### src/rtl/mem_req_arb_if.sv
// Bus bundle for mem_req_arb: the two requester ports and the memory request/response channel.
// slave is the arbiter's view; master is the view of whatever drives the requesters and memory.
interface mem_req_arb_if #(
    parameter int ADDR_WIDTH = 7,
    parameter int DATA_WIDTH = 32
);
    logic [1:0]                 req_val_i;
    logic [1:0]                 req_typ_i;
    logic [1:0][ADDR_WIDTH-1:0] req_addr_i;
    logic [1:0][DATA_WIDTH-1:0] req_data_i;
    logic [1:0]                 req_rdy_o;
    logic [1:0]                 rsp_val_o;
    logic [DATA_WIDTH-1:0]      rsp_data_o;
    logic [1:0]                 rsp_rdy_i;
    logic                       mem_req_val_o;
    logic                       mem_req_typ_o;
    logic [ADDR_WIDTH-1:0]      mem_req_addr_o;
    logic [DATA_WIDTH-1:0]      mem_req_data_o;
    logic                       mem_req_rdy_i;
    logic                       mem_rsp_val_i;
    logic [DATA_WIDTH-1:0]      mem_rsp_data_i;
    logic                       mem_rsp_rdy_o;

    modport slave (
        input  req_val_i, req_typ_i, req_addr_i, req_data_i, rsp_rdy_i,
               mem_req_rdy_i, mem_rsp_val_i, mem_rsp_data_i,
        output req_rdy_o, rsp_val_o, rsp_data_o,
               mem_req_val_o, mem_req_typ_o, mem_req_addr_o, mem_req_data_o, mem_rsp_rdy_o
    );

    modport master (
        output req_val_i, req_typ_i, req_addr_i, req_data_i, rsp_rdy_i,
               mem_req_rdy_i, mem_rsp_val_i, mem_rsp_data_i,
        input  req_rdy_o, rsp_val_o, rsp_data_o,
               mem_req_val_o, mem_req_typ_o, mem_req_addr_o, mem_req_data_o, mem_rsp_rdy_o
    );
endinterface

### src/rtl/mem_req_arb.sv
// Two-requester round-robin arbiter in front of a single memory req/rsp channel.
// An in-order tag FIFO remembers which requester owns each outstanding request.
module mem_req_arb #(
    parameter int ADDR_WIDTH = 7,
    parameter int DATA_WIDTH = 32,
    parameter int ID_DEPTH   = 4
) (
    input  logic                         clk_i,
    input  logic                         rst_i,
    mem_req_arb_if.slave                 bus,
    output logic [$clog2(ID_DEPTH+1)-1:0] outstanding_o,
    output logic                         err_o
);
    localparam int PW = $clog2(ID_DEPTH);
    localparam int CW = $clog2(ID_DEPTH + 1);

    logic                  prio_q;
    logic [ID_DEPTH-1:0]   fifo_q;
    logic [PW-1:0]         wr_ptr_q;
    logic [PW-1:0]         rd_ptr_q;
    logic [CW-1:0]         count_q;
    logic                  err_q;

    logic                  grant;
    logic                  any_req;
    logic                  full;
    logic                  empty;
    logic                  accept;
    logic                  pop;
    logic                  head;
    logic                  gnt_typ;
    logic [ADDR_WIDTH-1:0] gnt_addr;
    logic [DATA_WIDTH-1:0] gnt_data;

    // A lone requester always wins; a tie goes to prio_q.
    always_comb begin
        // NOTE: every output of a combinational block gets a default first, so no path leaves it
        // holding its old value and a latch is never inferred.
        grant = prio_q;
        case (bus.req_val_i)
            2'b01:   grant = 1'b0;
            2'b10:   grant = 1'b1;
            default: grant = prio_q;
        endcase
    end

    assign any_req = |bus.req_val_i;
    assign full    = (count_q == CW'(ID_DEPTH));
    assign empty   = (count_q == '0);

    always_comb begin
        gnt_typ  = 1'b0;
        gnt_addr = '0;
        gnt_data = '0;
        if (any_req) begin
            gnt_typ  = bus.req_typ_i[grant];
            gnt_addr = bus.req_addr_i[grant];
            gnt_data = bus.req_data_i[grant];
        end
    end

    // Full blocks new requests even when a pop frees a slot in the same cycle.
    assign bus.mem_req_val_o  = any_req && !full;
    assign bus.mem_req_typ_o  = gnt_typ;
    assign bus.mem_req_addr_o = gnt_addr;
    assign bus.mem_req_data_o = gnt_data;

    assign accept        = bus.mem_req_val_o && bus.mem_req_rdy_i;
    assign bus.req_rdy_o = {accept && grant, accept && !grant};

    assign head              = fifo_q[rd_ptr_q];
    assign bus.rsp_data_o    = bus.mem_rsp_data_i;
    assign bus.mem_rsp_rdy_o = !empty && bus.rsp_rdy_i[head];
    assign bus.rsp_val_o     = empty ? 2'b00
                             : (head ? {bus.mem_rsp_val_i, 1'b0} : {1'b0, bus.mem_rsp_val_i});
    assign pop               = bus.mem_rsp_val_i && bus.mem_rsp_rdy_o;

    always_ff @(posedge clk_i or posedge rst_i) begin
        if (rst_i) begin
            // NOTE: the tag FIFO is only ID_DEPTH flops, so it is reset with the rest of the state;
            // a real RAM array would be left unreset and guarded by the pointers instead.
            prio_q   <= 1'b0;
            fifo_q   <= '0;
            wr_ptr_q <= '0;
            rd_ptr_q <= '0;
            count_q  <= '0;
            err_q    <= 1'b0;
        end else begin
            // NOTE: sequential state uses non-blocking assignments so every register samples
            // pre-edge values, independent of statement order.
            if (accept) begin
                fifo_q[wr_ptr_q] <= grant;
                wr_ptr_q         <= wr_ptr_q + PW'(1);
                prio_q           <= ~grant;
            end
            if (pop) begin
                rd_ptr_q <= rd_ptr_q + PW'(1);
            end
            case ({accept, pop})
                2'b10:   count_q <= count_q + CW'(1);
                2'b01:   count_q <= count_q - CW'(1);
                default: count_q <= count_q;
            endcase
            if (bus.mem_rsp_val_i && empty) begin
                err_q <= 1'b1;
            end
        end
    end

    assign outstanding_o = count_q;
    assign err_o         = err_q;
endmodule

### src/flat_wrapper.sv
// flat-port wrapper written by rule: the top's interface ports become plain ports
module mem_req_arb_flat 
#(
    parameter int ADDR_WIDTH = 7,
    parameter int DATA_WIDTH = 32,
    parameter int ID_DEPTH   = 4
)
  (clk_i, rst_i, outstanding_o, err_o, bus_req_val_i, bus_req_typ_i, bus_req_addr_i, bus_req_data_i, bus_rsp_rdy_i, bus_mem_req_rdy_i, bus_mem_rsp_val_i, bus_mem_rsp_data_i, bus_req_rdy_o, bus_rsp_val_o, bus_rsp_data_o, bus_mem_req_val_o, bus_mem_req_typ_o, bus_mem_req_addr_o, bus_mem_req_data_o, bus_mem_rsp_rdy_o);
  mem_req_arb_if #(.ADDR_WIDTH(ADDR_WIDTH), .DATA_WIDTH(DATA_WIDTH)) bus_i ();
  input  logic clk_i;
  input  logic rst_i;
  output logic [$clog2(ID_DEPTH+1)-1:0] outstanding_o;
  output logic err_o;
  input wire logic [$bits(bus_i.req_val_i)-1:0] bus_req_val_i;
  input wire logic [$bits(bus_i.req_typ_i)-1:0] bus_req_typ_i;
  input wire logic [$bits(bus_i.req_addr_i)-1:0] bus_req_addr_i;
  input wire logic [$bits(bus_i.req_data_i)-1:0] bus_req_data_i;
  input wire logic [$bits(bus_i.rsp_rdy_i)-1:0] bus_rsp_rdy_i;
  input wire logic [$bits(bus_i.mem_req_rdy_i)-1:0] bus_mem_req_rdy_i;
  input wire logic [$bits(bus_i.mem_rsp_val_i)-1:0] bus_mem_rsp_val_i;
  input wire logic [$bits(bus_i.mem_rsp_data_i)-1:0] bus_mem_rsp_data_i;
  output wire logic [$bits(bus_i.req_rdy_o)-1:0] bus_req_rdy_o;
  output wire logic [$bits(bus_i.rsp_val_o)-1:0] bus_rsp_val_o;
  output wire logic [$bits(bus_i.rsp_data_o)-1:0] bus_rsp_data_o;
  output wire logic [$bits(bus_i.mem_req_val_o)-1:0] bus_mem_req_val_o;
  output wire logic [$bits(bus_i.mem_req_typ_o)-1:0] bus_mem_req_typ_o;
  output wire logic [$bits(bus_i.mem_req_addr_o)-1:0] bus_mem_req_addr_o;
  output wire logic [$bits(bus_i.mem_req_data_o)-1:0] bus_mem_req_data_o;
  output wire logic [$bits(bus_i.mem_rsp_rdy_o)-1:0] bus_mem_rsp_rdy_o;
  assign bus_i.req_val_i = bus_req_val_i;
  assign bus_i.req_typ_i = bus_req_typ_i;
  assign bus_i.req_addr_i = bus_req_addr_i;
  assign bus_i.req_data_i = bus_req_data_i;
  assign bus_i.rsp_rdy_i = bus_rsp_rdy_i;
  assign bus_i.mem_req_rdy_i = bus_mem_req_rdy_i;
  assign bus_i.mem_rsp_val_i = bus_mem_rsp_val_i;
  assign bus_i.mem_rsp_data_i = bus_mem_rsp_data_i;
  assign bus_req_rdy_o = bus_i.req_rdy_o;
  assign bus_rsp_val_o = bus_i.rsp_val_o;
  assign bus_rsp_data_o = bus_i.rsp_data_o;
  assign bus_mem_req_val_o = bus_i.mem_req_val_o;
  assign bus_mem_req_typ_o = bus_i.mem_req_typ_o;
  assign bus_mem_req_addr_o = bus_i.mem_req_addr_o;
  assign bus_mem_req_data_o = bus_i.mem_req_data_o;
  assign bus_mem_rsp_rdy_o = bus_i.mem_rsp_rdy_o;
  mem_req_arb #(.ADDR_WIDTH(ADDR_WIDTH), .DATA_WIDTH(DATA_WIDTH), .ID_DEPTH(ID_DEPTH)) u_core (.clk_i(clk_i), .rst_i(rst_i), .bus(bus_i), .outstanding_o(outstanding_o), .err_o(err_o));
endmodule
### config.mk
export PLATFORM = sky130hd
export DESIGN_NAME = mem_req_arb_flat
export DESIGN_NICKNAME = d
export VERILOG_FILES = /design/src/rtl/mem_req_arb_if.sv /design/src/rtl/mem_req_arb.sv /design/src/flat_wrapper.sv
export SDC_FILE = /design/constraint.sdc
export NUM_CORES = 1
export LEC_CHECK = 0
export ABC_AREA = 1
export CORE_MARGIN = 8
export CORE_UTILIZATION = 27
export DETAILED_ROUTE_END_ITERATION = 10
export PLACE_DENSITY = 0.93
export SYNTH_ARGS = -nofsm -noshare
export SYNTH_HDL_FRONTEND = slang
export SYNTH_SLANG_ARGS = --single-unit
export TNS_END_PERCENT = 20
### constraint.sdc
create_clock -name clk_i -period 2.7 [get_ports clk_i]
set_clock_uncertainty 0.05 [all_clocks]
set_input_delay 0.54 -clock clk_i [delete_from_list [all_inputs] [get_ports clk_i]]
set_output_delay 0.54 -clock clk_i [all_outputs]
set_load 0.01 [all_outputs]
==> flow_summary_export.csv <==
group,metric,value,unit
run_status,status,"finished clean",
setup_path,critPathLaunch,"bus_req_val_i[0]",
floorplan,die_y,95.4,um
sta,tns,0,ns
routing,drc,0,
global_route,grt_max_degree,41,
clock_network,cts_tree,"built",
logic_synthesis,synth_edf_count,0,
logic_synthesis,synth.area.top_cells,"dfrtp_1, nor2_1, buf_4, o21ai_0, buf_6",
clock_network,clkTransAtPathRegs,0.05,ns
floorplan,io_pins,202,
floorplan,start_util,27.3,%
setup_path,r2r_start,"u_core.rd_ptr_q[0]",
sta,min_period,2.61,ns
final_layout,post-route-util,48.0,%
power,seq_power_share,19.2,%
logic_synthesis,yosysTopAreaCell,"dfrtp_1",
power,p_sw,0.000876,W
setup_path,endpoint_kind,"output port",
power,p_comb_share,72.2,%
sta,timing.hold.ws,0.403,ns
floorplan,fp.dieW,95.4,um
power,internal_power,0.00111,W
global_route,grt_pass1_wl,10500,um
sta,setup_slack,0.0898,ns
logic_synthesis,synth_cell_types,26,
clock_network,cts_hold_buf,0,
clock_network,numClockSinks,13,
sta,fmax,383,MHz
routing,antenna_left,0,
placed_design,dp.cells,444,
logic_synthesis,syn_nets,388,
sta,setup_viol,0,
setup_path,arrival,2.02,ns
power,clkPwrFrac,8.6,%
setup_path,startpoint_type,"input pin",
sta,fin_crit_sh,96.7,%
setup_path,critical_path_required,2.11,ns
global_route,antenna_found_initial,0,
routing,finalWirelength,6910,um
final_layout,post_route_cells_drive_above_1_share,25.7,%
placed_design,post-place-ws,-0.594,ns
min_path,hp-class,"reg2reg",
logic_synthesis,syn-instance-count,260,
logic_synthesis,async_flop_share,100,%
logic_synthesis,yosysSeqAreaShare,19.1,%
routing,num_vias,2070,
power,peakVddDrop,0.396,mV
clock_network,cts_buffers,3,
logic_synthesis,ys_warn_count,0,
global_route,overflow,0,
placed_design,port_buffers,137,
sta,tightest_slew,0.498,ns
job,max_cap_violations,0,
power,p_leak,1.38,nW
placed_design,gp_congestion,0.792,
clock_network,clock_path_buffers,2,
routing,dr.first_iter.drc_count,25,
logic_synthesis,synth.cell_area,1700,um^2
logic_synthesis,synth-main-ff-cell,"dfrtp_1",
floorplan,core_area,6240,um^2
logic_synthesis,yosys_register_bits,13,
global_route,grt_use_total,14.3,%
clock_network,htree_num_levels,1,
power,swShare,44.0,%
routing,vias_per_cell,4.55,
power,power.density,665,nW/um^2
sta,hold_violations,0,
final_layout,antennaDiodeCount,0,
floorplan,rows,29,
routing,wire_per_inst,15.2,um
final_layout,syn_to_final_growth,75.7,%
sta,max-slew-margin-rel,66.8,%
routing,dr.pass1.iters,4,
sta,rsz0062_at_grt,"false",
logic_synthesis,postSynthAreaPerCell,6.55,um^2
final_layout,fin_cells,455,
setup_path,cp_max_fo,11,
setup_path,path_class,"in2out",
clock_network,worstSkewPairLatency,0.24,ns
global_route,first_global_vias,2270,
logic_synthesis,synth_top_area_share,19.1,%
floorplan,dieArea,9110,um^2
placed_design,hpwl,5650,um
min_path,hold_start,"u_core.err_o",
clock_network,cts_root_buf,"clkbuf_8",
sta,drv_slew,0,
final_layout,fin_nets,507,
## layer usage
layer	part of all wire [%]	GRT usage, %	vias to the layer above
li1	-	-	1035
met2	55	28.0	102
met3	11	6.14	6
met5	0	0	-
met4	1.8	5.25	0
met1	32	12.4	927
## power groups by stage
stage / registers, W / clock network [W] / logic [W]
after floorplan: 0.000376 / 0 / 0.000783
after global placement: 0.000379 / 0 / 0.00137
after detailed placement: 0.000385 / 0 / 0.00142
after CTS: 0.000384 / 0.000176 / 0.00145
after global routing: 0.000393 / 0.000184 / 0.00158
final: 0.000382 / 0.000171 / 0.00144
## cell usage after synthesis, drive strengths merged, types with 2 or more instances
| master | number |
|---|---|
| buf | 40 |
| clkbuf | 4 |
| xnor2 | 2 |
| a21oi | 3 |
| nand2 | 20 |
| nor2 | 86 |
| dfrtp | 13 |
| o21ai | 48 |
| ha | 7 |
| xor2 | 2 |
| inv | 19 |
| nand3 | 11 |
## cells by family after synthesis
| family | synth area share (%) |
|---|---|
| buffers and inverters | 24.6 |
| xor gates and xnor gates | 2.06 |
| adders and majority gates | 6.31 |
| AOI/OAI and AO/OA | 17.3 |
| DFF | 19.1 |
| and+or+nand+nor | 30.6 |
## cell type report
cell class,count,area (um^2)
Clock buffer,4,45.0
Fill cell,639,3250
Inverter,19,78.8
Multi-Input combinational cell,184,995
Sequential cell,13,325
Tap cell,77,96.3
Timing Repair Buffer,158,1450
## through the flow
step / total power (W) / cell area, um^2
global placement: 0.00174 / 2970
detailed placement: 0.00181 / 2970
finish: 0.00199 / 2990
CTS: 0.00201 / 2990
global route: 0.00216 / 2990
floorplan: 0.00116 / 1700
## placed cells by master, fill, tap and decap left out, types with 6 or more instances in the layout
cell type	count
o21ai_1	12
clkdlybuf4s50_1	92
dfrtp_1	13
ha_1	6
nor2_1	68
nor2_2	17
o21ai_0	35
inv_1	15
nand2_1	16
buf_4	9
buf_2	40
nand3_1	9
## worst max-delay path, cell delays in order
cell and delay, ns:
dlygate4sd2_1 0.24, inv_2 0.07, buf_4 0.10, ha_1 0.13, inv_1 0.04, nand2_2 0.07
o21ai_4 0.07, buf_6 0.13, buf_4 0.13, buf_8 0.13, o21ai_0 0.16, nor2_1 0.06
buf_2 0.14
## what timing repair did
item                                    CTS  global route
pin swaps                                 4             0
endpoints found under the setup margin   43             3
buffers inserted                          4             0
gates cloned                              3             0
resized for setup                       189             3
## worst paths after layout
check / end / slack [ns] / cells past startpoint
min in group asynchronous: u_core.fifo_q[1] / 0.57 / 2
min: u_core.err_o / 0.40 / 1
min reg2reg: u_core.err_o / 0.40 / 1
max: bus_mem_req_data_o[22] / 0.09 / 13
max reg2reg: u_core.outstanding_o[2] / 0.38 / 13
max in group asynchronous: u_core.fifo_q[0] / 1.69 / 2
## sequential cells by signal (all words and copies together) (netlist names)
signal,count
u_core.err_o,1
u_core.fifo_q,4
u_core.outstanding_o,3
u_core.prio_q,1
u_core.rd_ptr_q,2
u_core.wr_ptr_q,2
No activity file was read; power rests on OpenSTA's default activity.
